**config.mk**
```make
export PLATFORM = sky130hd
export DESIGN_NAME = alu_sequencer
export DESIGN_NICKNAME = d
export VERILOG_FILES = /design/src/rtl/alu_sequencer.sv
export SDC_FILE = /design/constraint.sdc
export NUM_CORES = 1
export LEC_CHECK = 0
export BUFFER_PORTS_ARGS = -buffer_cell sky130_fd_sc_hd__buf_2
export CORE_MARGIN = 2
export CORE_UTILIZATION = 56
export CTS_BUF_LIST = sky130_fd_sc_hd__clkbuf_16
export DETAILED_ROUTE_END_ITERATION = 7
export PLACE_DENSITY = 0.86
export SKIP_CTS_REPAIR_TIMING = 1
export SLEW_MARGIN = 20
export SYNTH_ARGS = -nofsm -noshare
export SYNTH_HDL_FRONTEND = slang
export SYNTH_SLANG_ARGS = --single-unit
```
**constraint.sdc**
```tcl
create_clock -name clk -period 3.45 [get_ports clk]
set_clock_uncertainty 0.2 [all_clocks]
set_input_delay 0.5175 -clock clk [delete_from_list [all_inputs] [get_ports clk]]
set_output_delay 0.5175 -clock clk [all_outputs]
set_load 0.005 [all_outputs]
```
**src/rtl/alu_sequencer.sv**
```systemverilog
// Issue/collect front end for the combinational ALU.
// It drives the ALU operands from registers and captures the ALU result into a
// held response. SLL/SRL are executed locally, one bit per cycle.
module alu_sequencer #(
  parameter int unsigned W_CPU    = 32,
  parameter int unsigned W_OPCODE = 4,
  parameter int unsigned W_SHAMT  = 5
) (
  input  logic                clk,
  input  logic                rst_n,
  input  logic                req_valid,
  output logic                req_ready,
  input  logic [W_OPCODE-1:0] req_op,
  input  logic [W_CPU-1:0]    req_a,
  input  logic [W_CPU-1:0]    req_b,
  input  logic [W_SHAMT-1:0]  req_shamt,
  output logic [W_OPCODE-1:0] alu_op,
  output logic [W_CPU-1:0]    alu_a,
  output logic [W_CPU-1:0]    alu_b,
  input  logic [W_CPU-1:0]    alu_r,
  input  logic                alu_overflow,
  input  logic                alu_zero,
  output logic                rsp_valid,
  input  logic                rsp_ready,
  output logic [W_CPU-1:0]    rsp_r,
  output logic                rsp_overflow,
  output logic                rsp_zero,
  output logic                rsp_err
);

  // Opcode encodings shared with the ALU
  localparam logic [W_OPCODE-1:0] OP_ADD  = W_OPCODE'(0);
  localparam logic [W_OPCODE-1:0] OP_SUB  = W_OPCODE'(1);
  localparam logic [W_OPCODE-1:0] OP_SLT  = W_OPCODE'(2);
  localparam logic [W_OPCODE-1:0] OP_SLL  = W_OPCODE'(3);
  localparam logic [W_OPCODE-1:0] OP_SRL  = W_OPCODE'(4);
  localparam logic [W_OPCODE-1:0] OP_AND  = W_OPCODE'(5);
  localparam logic [W_OPCODE-1:0] OP_NAND = W_OPCODE'(6);
  localparam logic [W_OPCODE-1:0] OP_OR   = W_OPCODE'(7);
  localparam logic [W_OPCODE-1:0] OP_NOR  = W_OPCODE'(8);
  localparam logic [W_OPCODE-1:0] OP_XOR  = W_OPCODE'(9);

  typedef enum logic [1:0] {
    S_IDLE  = 2'd0,
    S_EXEC  = 2'd1,
    S_SHIFT = 2'd2,
    S_HOLD  = 2'd3
  } state_t;

  state_t               state_q, state_d;
  logic                 shl_q, shl_d;
  logic [W_SHAMT-1:0]   cnt_q, cnt_d;
  logic [W_CPU-1:0]     acc_q, acc_d;
  logic [W_OPCODE-1:0]  alu_op_d;
  logic [W_CPU-1:0]     alu_a_d, alu_b_d;
  logic [W_CPU-1:0]     rsp_r_d;
  logic                 rsp_overflow_d, rsp_zero_d, rsp_err_d;
  logic                 op_legal_c, op_shift_c;

  // Classify the incoming opcode
  always_comb begin
    op_legal_c = 1'b0;
    op_shift_c = 1'b0;
    case (req_op)
      OP_ADD, OP_SUB, OP_SLT, OP_AND, OP_NAND,
      OP_OR, OP_NOR, OP_XOR: op_legal_c = 1'b1;
      OP_SLL, OP_SRL: begin
        op_legal_c = 1'b1;
        op_shift_c = 1'b1;
      end
      default: op_legal_c = 1'b0;
    endcase
  end

  // Next-state and datapath updates
  always_comb begin
    state_d        = state_q;
    shl_d          = shl_q;
    cnt_d          = cnt_q;
    acc_d          = acc_q;
    alu_op_d       = alu_op;
    alu_a_d        = alu_a;
    alu_b_d        = alu_b;
    rsp_r_d        = rsp_r;
    rsp_overflow_d = rsp_overflow;
    rsp_zero_d     = rsp_zero;
    rsp_err_d      = rsp_err;
    case (state_q)
      S_IDLE: begin
        if (req_valid) begin
          if (!op_legal_c) begin
            // Unsupported opcode: answer immediately, the ALU is left untouched
            state_d        = S_HOLD;
            rsp_r_d        = '0;
            rsp_overflow_d = 1'b0;
            rsp_zero_d     = 1'b1;
            rsp_err_d      = 1'b1;
          end else if (op_shift_c) begin
            state_d = S_SHIFT;
            acc_d   = req_a;
            cnt_d   = req_shamt;
            shl_d   = (req_op == OP_SLL);
          end else begin
            state_d  = S_EXEC;
            alu_op_d = req_op;
            alu_a_d  = req_a;
            alu_b_d  = req_b;
          end
        end
      end
      S_EXEC: begin
        state_d        = S_HOLD;
        rsp_r_d        = alu_r;
        rsp_overflow_d = alu_overflow;
        rsp_zero_d     = alu_zero;
        rsp_err_d      = 1'b0;
      end
      S_SHIFT: begin
        if (cnt_q != '0) begin
          acc_d = shl_q ? (acc_q << 1) : (acc_q >> 1);
          cnt_d = cnt_q - W_SHAMT'(1);
        end else begin
          state_d        = S_HOLD;
          rsp_r_d        = acc_q;
          rsp_overflow_d = 1'b0;
          rsp_zero_d     = (acc_q == '0);
          rsp_err_d      = 1'b0;
        end
      end
      S_HOLD: begin
        if (rsp_ready) state_d = S_IDLE;
      end
      default: state_d = S_IDLE;
    endcase
  end

  // State, datapath and handshake registers
  always_ff @(posedge clk or negedge rst_n) begin
    if (!rst_n) begin
      state_q      <= S_IDLE;
      shl_q        <= 1'b0;
      cnt_q        <= '0;
      acc_q        <= '0;
      alu_op       <= '0;
      alu_a        <= '0;
      alu_b        <= '0;
      rsp_r        <= '0;
      rsp_overflow <= 1'b0;
      rsp_zero     <= 1'b0;
      rsp_err      <= 1'b0;
      rsp_valid    <= 1'b0;
      req_ready    <= 1'b1;
    end else begin
      state_q      <= state_d;
      shl_q        <= shl_d;
      cnt_q        <= cnt_d;
      acc_q        <= acc_d;
      alu_op       <= alu_op_d;
      alu_a        <= alu_a_d;
      alu_b        <= alu_b_d;
      rsp_r        <= rsp_r_d;
      rsp_overflow <= rsp_overflow_d;
      rsp_zero     <= rsp_zero_d;
      rsp_err      <= rsp_err_d;
      rsp_valid    <= (state_d == S_HOLD);
      req_ready    <= (state_d == S_IDLE);
    end
  end

endmodule

```
==> impl_metrics.env <==
export IMPL_h_tree_depth=4
export IMPL_drv_slew=0
export IMPL_cp_buffers_inverters=3
export IMPL_vdd_drop_max_v=0.0005381
export IMPL_post_route_period_util_pct=78.82
export IMPL_violations="hold timing"
export IMPL_grt_pass1_vias=5576
export IMPL_dpl_hpwl_mm=12.73
export IMPL_io_pins=216
export IMPL_rsz0062_at_grt="false"
export IMPL_grt_max_degree=86
export IMPL_numPortBuffers=215
export IMPL_p_sw_mw=3.042
export IMPL_setup_tns_ns=0
export IMPL_final_hold_violation_count=78
export IMPL_synthesis_nets=732
export IMPL_wirelength_mm=17.56
export IMPL_post_route_min_period_ns=2.719
export IMPL_drv_cap=0
export IMPL_dominantRegCellSynth="dfrtp_1"
export IMPL_relSlewSlack_pct=48.84
export IMPL_grt_ovfl_total=0
export IMPL_die_h_um=115.9
export IMPL_die_area_sq_mm=0.01343
export IMPL_grt_pass1_wl_mm=27.50
export IMPL_layout_drive_gt1_share_pct=44.32
export IMPL_vias=5565
export IMPL_p_per_area_mw_per_mm2=948.6
export IMPL_cp_slowest_cell="o221ai_4"
export IMPL_status="finished with violations"
export IMPL_cts_buffers=17
export IMPL_hold_class="input port to async pin"
export IMPL_antenna_left=0
export IMPL_clockBufferDepth=2
export IMPL_crit_arrival_ns=2.79
export IMPL_root_buffer="clkbuf_16"
export IMPL_yosys_area_top_type="dfrtp_1"
export IMPL_power_leakage_nw=4.250
export IMPL_cp_max_fo=54
export IMPL_critPathLaunchType="register"
export IMPL_fin_nets=934
export IMPL_drt_pass1_iter_count=4
export IMPL_utilization_pct=72.73
export IMPL_async_reset_ff_share_pct=100.0
export IMPL_clkTransAtPathRegs_ns=0.06
export IMPL_clockPowerShare_pct=20.6
export IMPL_insertion_delay_ns=0.42
export IMPL_wl_per_cell_um=17.63
export IMPL_synth_distinct_cells=47
export IMPL_drt_iter0_markers=384
export IMPL_synth_edf_count=0
export IMPL_synth_avg_cell_area_sq_um=11.44
export IMPL_layout_commonest_cell="buf_2"
export IMPL_via_per_inst=5.587
export IMPL_setup_violations=0
export IMPL_cts_tree="done"
export IMPL_grt_util_all_layers_pct=26.61
export IMPL_gp_congestion=0.8174
export IMPL_synth_top_area_share_pct=51.38
export IMPL_worstSetupPathType="register to register"
export IMPL_seq_power_share_pct=37.4
export IMPL_mostFrequentLayoutCells="214 x buf_2, 144 x dfrtp_1, 77 x nand2_1, 74 x mux2_2, 42 x o21ai_0"
export IMPL_ys_seq_area_share_pct=51.76
export IMPL_worst_pin_slew_ns=0.7674
export IMPL_syn2layout_area_growth_pct=25.60
export IMPL_synth_area_leaders="dfrtp_1 51%, mux2_2 12%, mux2_4 6.0%, mux2i_1 4.9%, nand2_1 4.1%"
export IMPL_die_w_um=115.9
export IMPL_drc_errors=0
export IMPL_cts_sinks=145
export IMPL_critPathCaptureType="register"
export IMPL_initial_core_util_pct=57.90
export IMPL_timing_fmax_ghz=0.3677
export IMPL_power_frac_comb_pct=42.0
export IMPL_switching_share_pct=36.41
export IMPL_power_internal_mw=5.313
export IMPL_rows=40
export IMPL_cp_required_ns=3.52
export IMPL_core_sq_mm=0.01211
export IMPL_antenna_found_initial=0
export IMPL_n_antenna_cell=0
export IMPL_synth_cells=613
export IMPL_path_delay_family="buffers and inverters"
export IMPL_worst_path_largest_cell_delay_ns=0.51
export IMPL_yosysWarnings=0
export IMPL_syn_area_sq_mm=0.007013
export IMPL_crit_chain="inv_1 -> ha_4 -> clkinv_1 -> o221ai_4 -> buf_4 -> o21ai_0"
export IMPL_ys_ff_latch=145
export IMPL_hold_ws_ns=-0.05916
## metal layers
layer | track usage, % | wire [um] | share of wire [%]
met5 | 0 | 0 | 0
met4 | 9.921 | 335 | 1.9
met3 | 6.276 | 1144 | 6.5
met2 | 42.77 | 8472 | 48
met1 | 35.51 | 7603 | 43
## per-stage QoR
step	setup slack, ns	instance area [sq um]	total power, mW	cells
global placement	0.9059	8257	6.426	964
floorplan	1.128	7013	5.386	613
detailed placement	0.7744	8257	6.630	964
CTS	0.7359	8808	8.384	996
global route	0.5147	8808	8.892	996
finish	0.7307	8808	8.355	996
## logic make-up (layout without fill, tap and decap cells)
family / after synthesis / in the layout / share of synthesized area, %
AO/OA/AOI/OAI: 124 / 124 / 11.63
adder cells (fa/ha/maj): 8 / 8 / 1.427
buffers and inverters: 52 / 267 / 3.194
flip-flops: 145 / 145 / 51.76
multiplexers: 136 / 136 / 22.73
AND/OR/NAND/NOR: 148 / 148 / 9.260
## power groups by stage
| stage | sequential (mW) | combinational (mW) | clock [mW] |
|---|---|---|---|
| floorplan | 2.99 | 2.39 | 0 |
| global placement | 3.08 | 3.34 | 0 |
| detailed placement | 3.13 | 3.50 | 0 |
| CTS | 3.12 | 3.53 | 1.74 |
| global route | 3.22 | 3.86 | 1.82 |
| finish | 3.13 | 3.51 | 1.72 |
## synth_stat cells (5+ instances only)
cell type / number
nand2_1: 77
a22o_1: 31
clkbuf_1: 32
nand3_1: 5
dfrtp_1: 144
inv_1: 9
nor2_1: 38
mux2_2: 74
mux2_4: 28
ha_1: 8
nor4_1: 8
o21ai_0: 42
a21oi_1: 34
mux2i_1: 34
## path summary, 6_finish.rpt
kind,from,to,slack (ns),cells past startpoint
setup / recovery,state_q[0],rsp_r[13],0.73,6
hold / removal,rst_n,alu_b[19],-0.06,1
setup reg to reg,state_q[0],rsp_r[13],0.73,6
hold reg to reg,rsp_r[7],rsp_r[7],0.28,2
max in group asynchronous,rst_n,rsp_r[20],2.18,2
min in group clk,req_b[10],alu_b[10],0.13,2
## layout make-up
cell class	instances	area (sq um)
Clock buffer	17	425.4
Sequential cell	145	3630
Tap cell	168	210.2
Fill cell	852	3303
Clock inverter	15	126.4
Inverter	10	37.54
Multi-Input combinational cell	416	3197
Timing Repair Buffer	225	1182
## sequential cells by signal (all words and copies together), names as in the netlist
name and count:
acc_q 32, alu_a 32, alu_b 32, rsp_r 32, cnt_q 5, alu_op 4
state_q 2, req_ready 1, rsp_err 1, rsp_overflow 1, rsp_valid 1, rsp_zero 1
shl_q 1
Power figures use the tool's default switching activity.
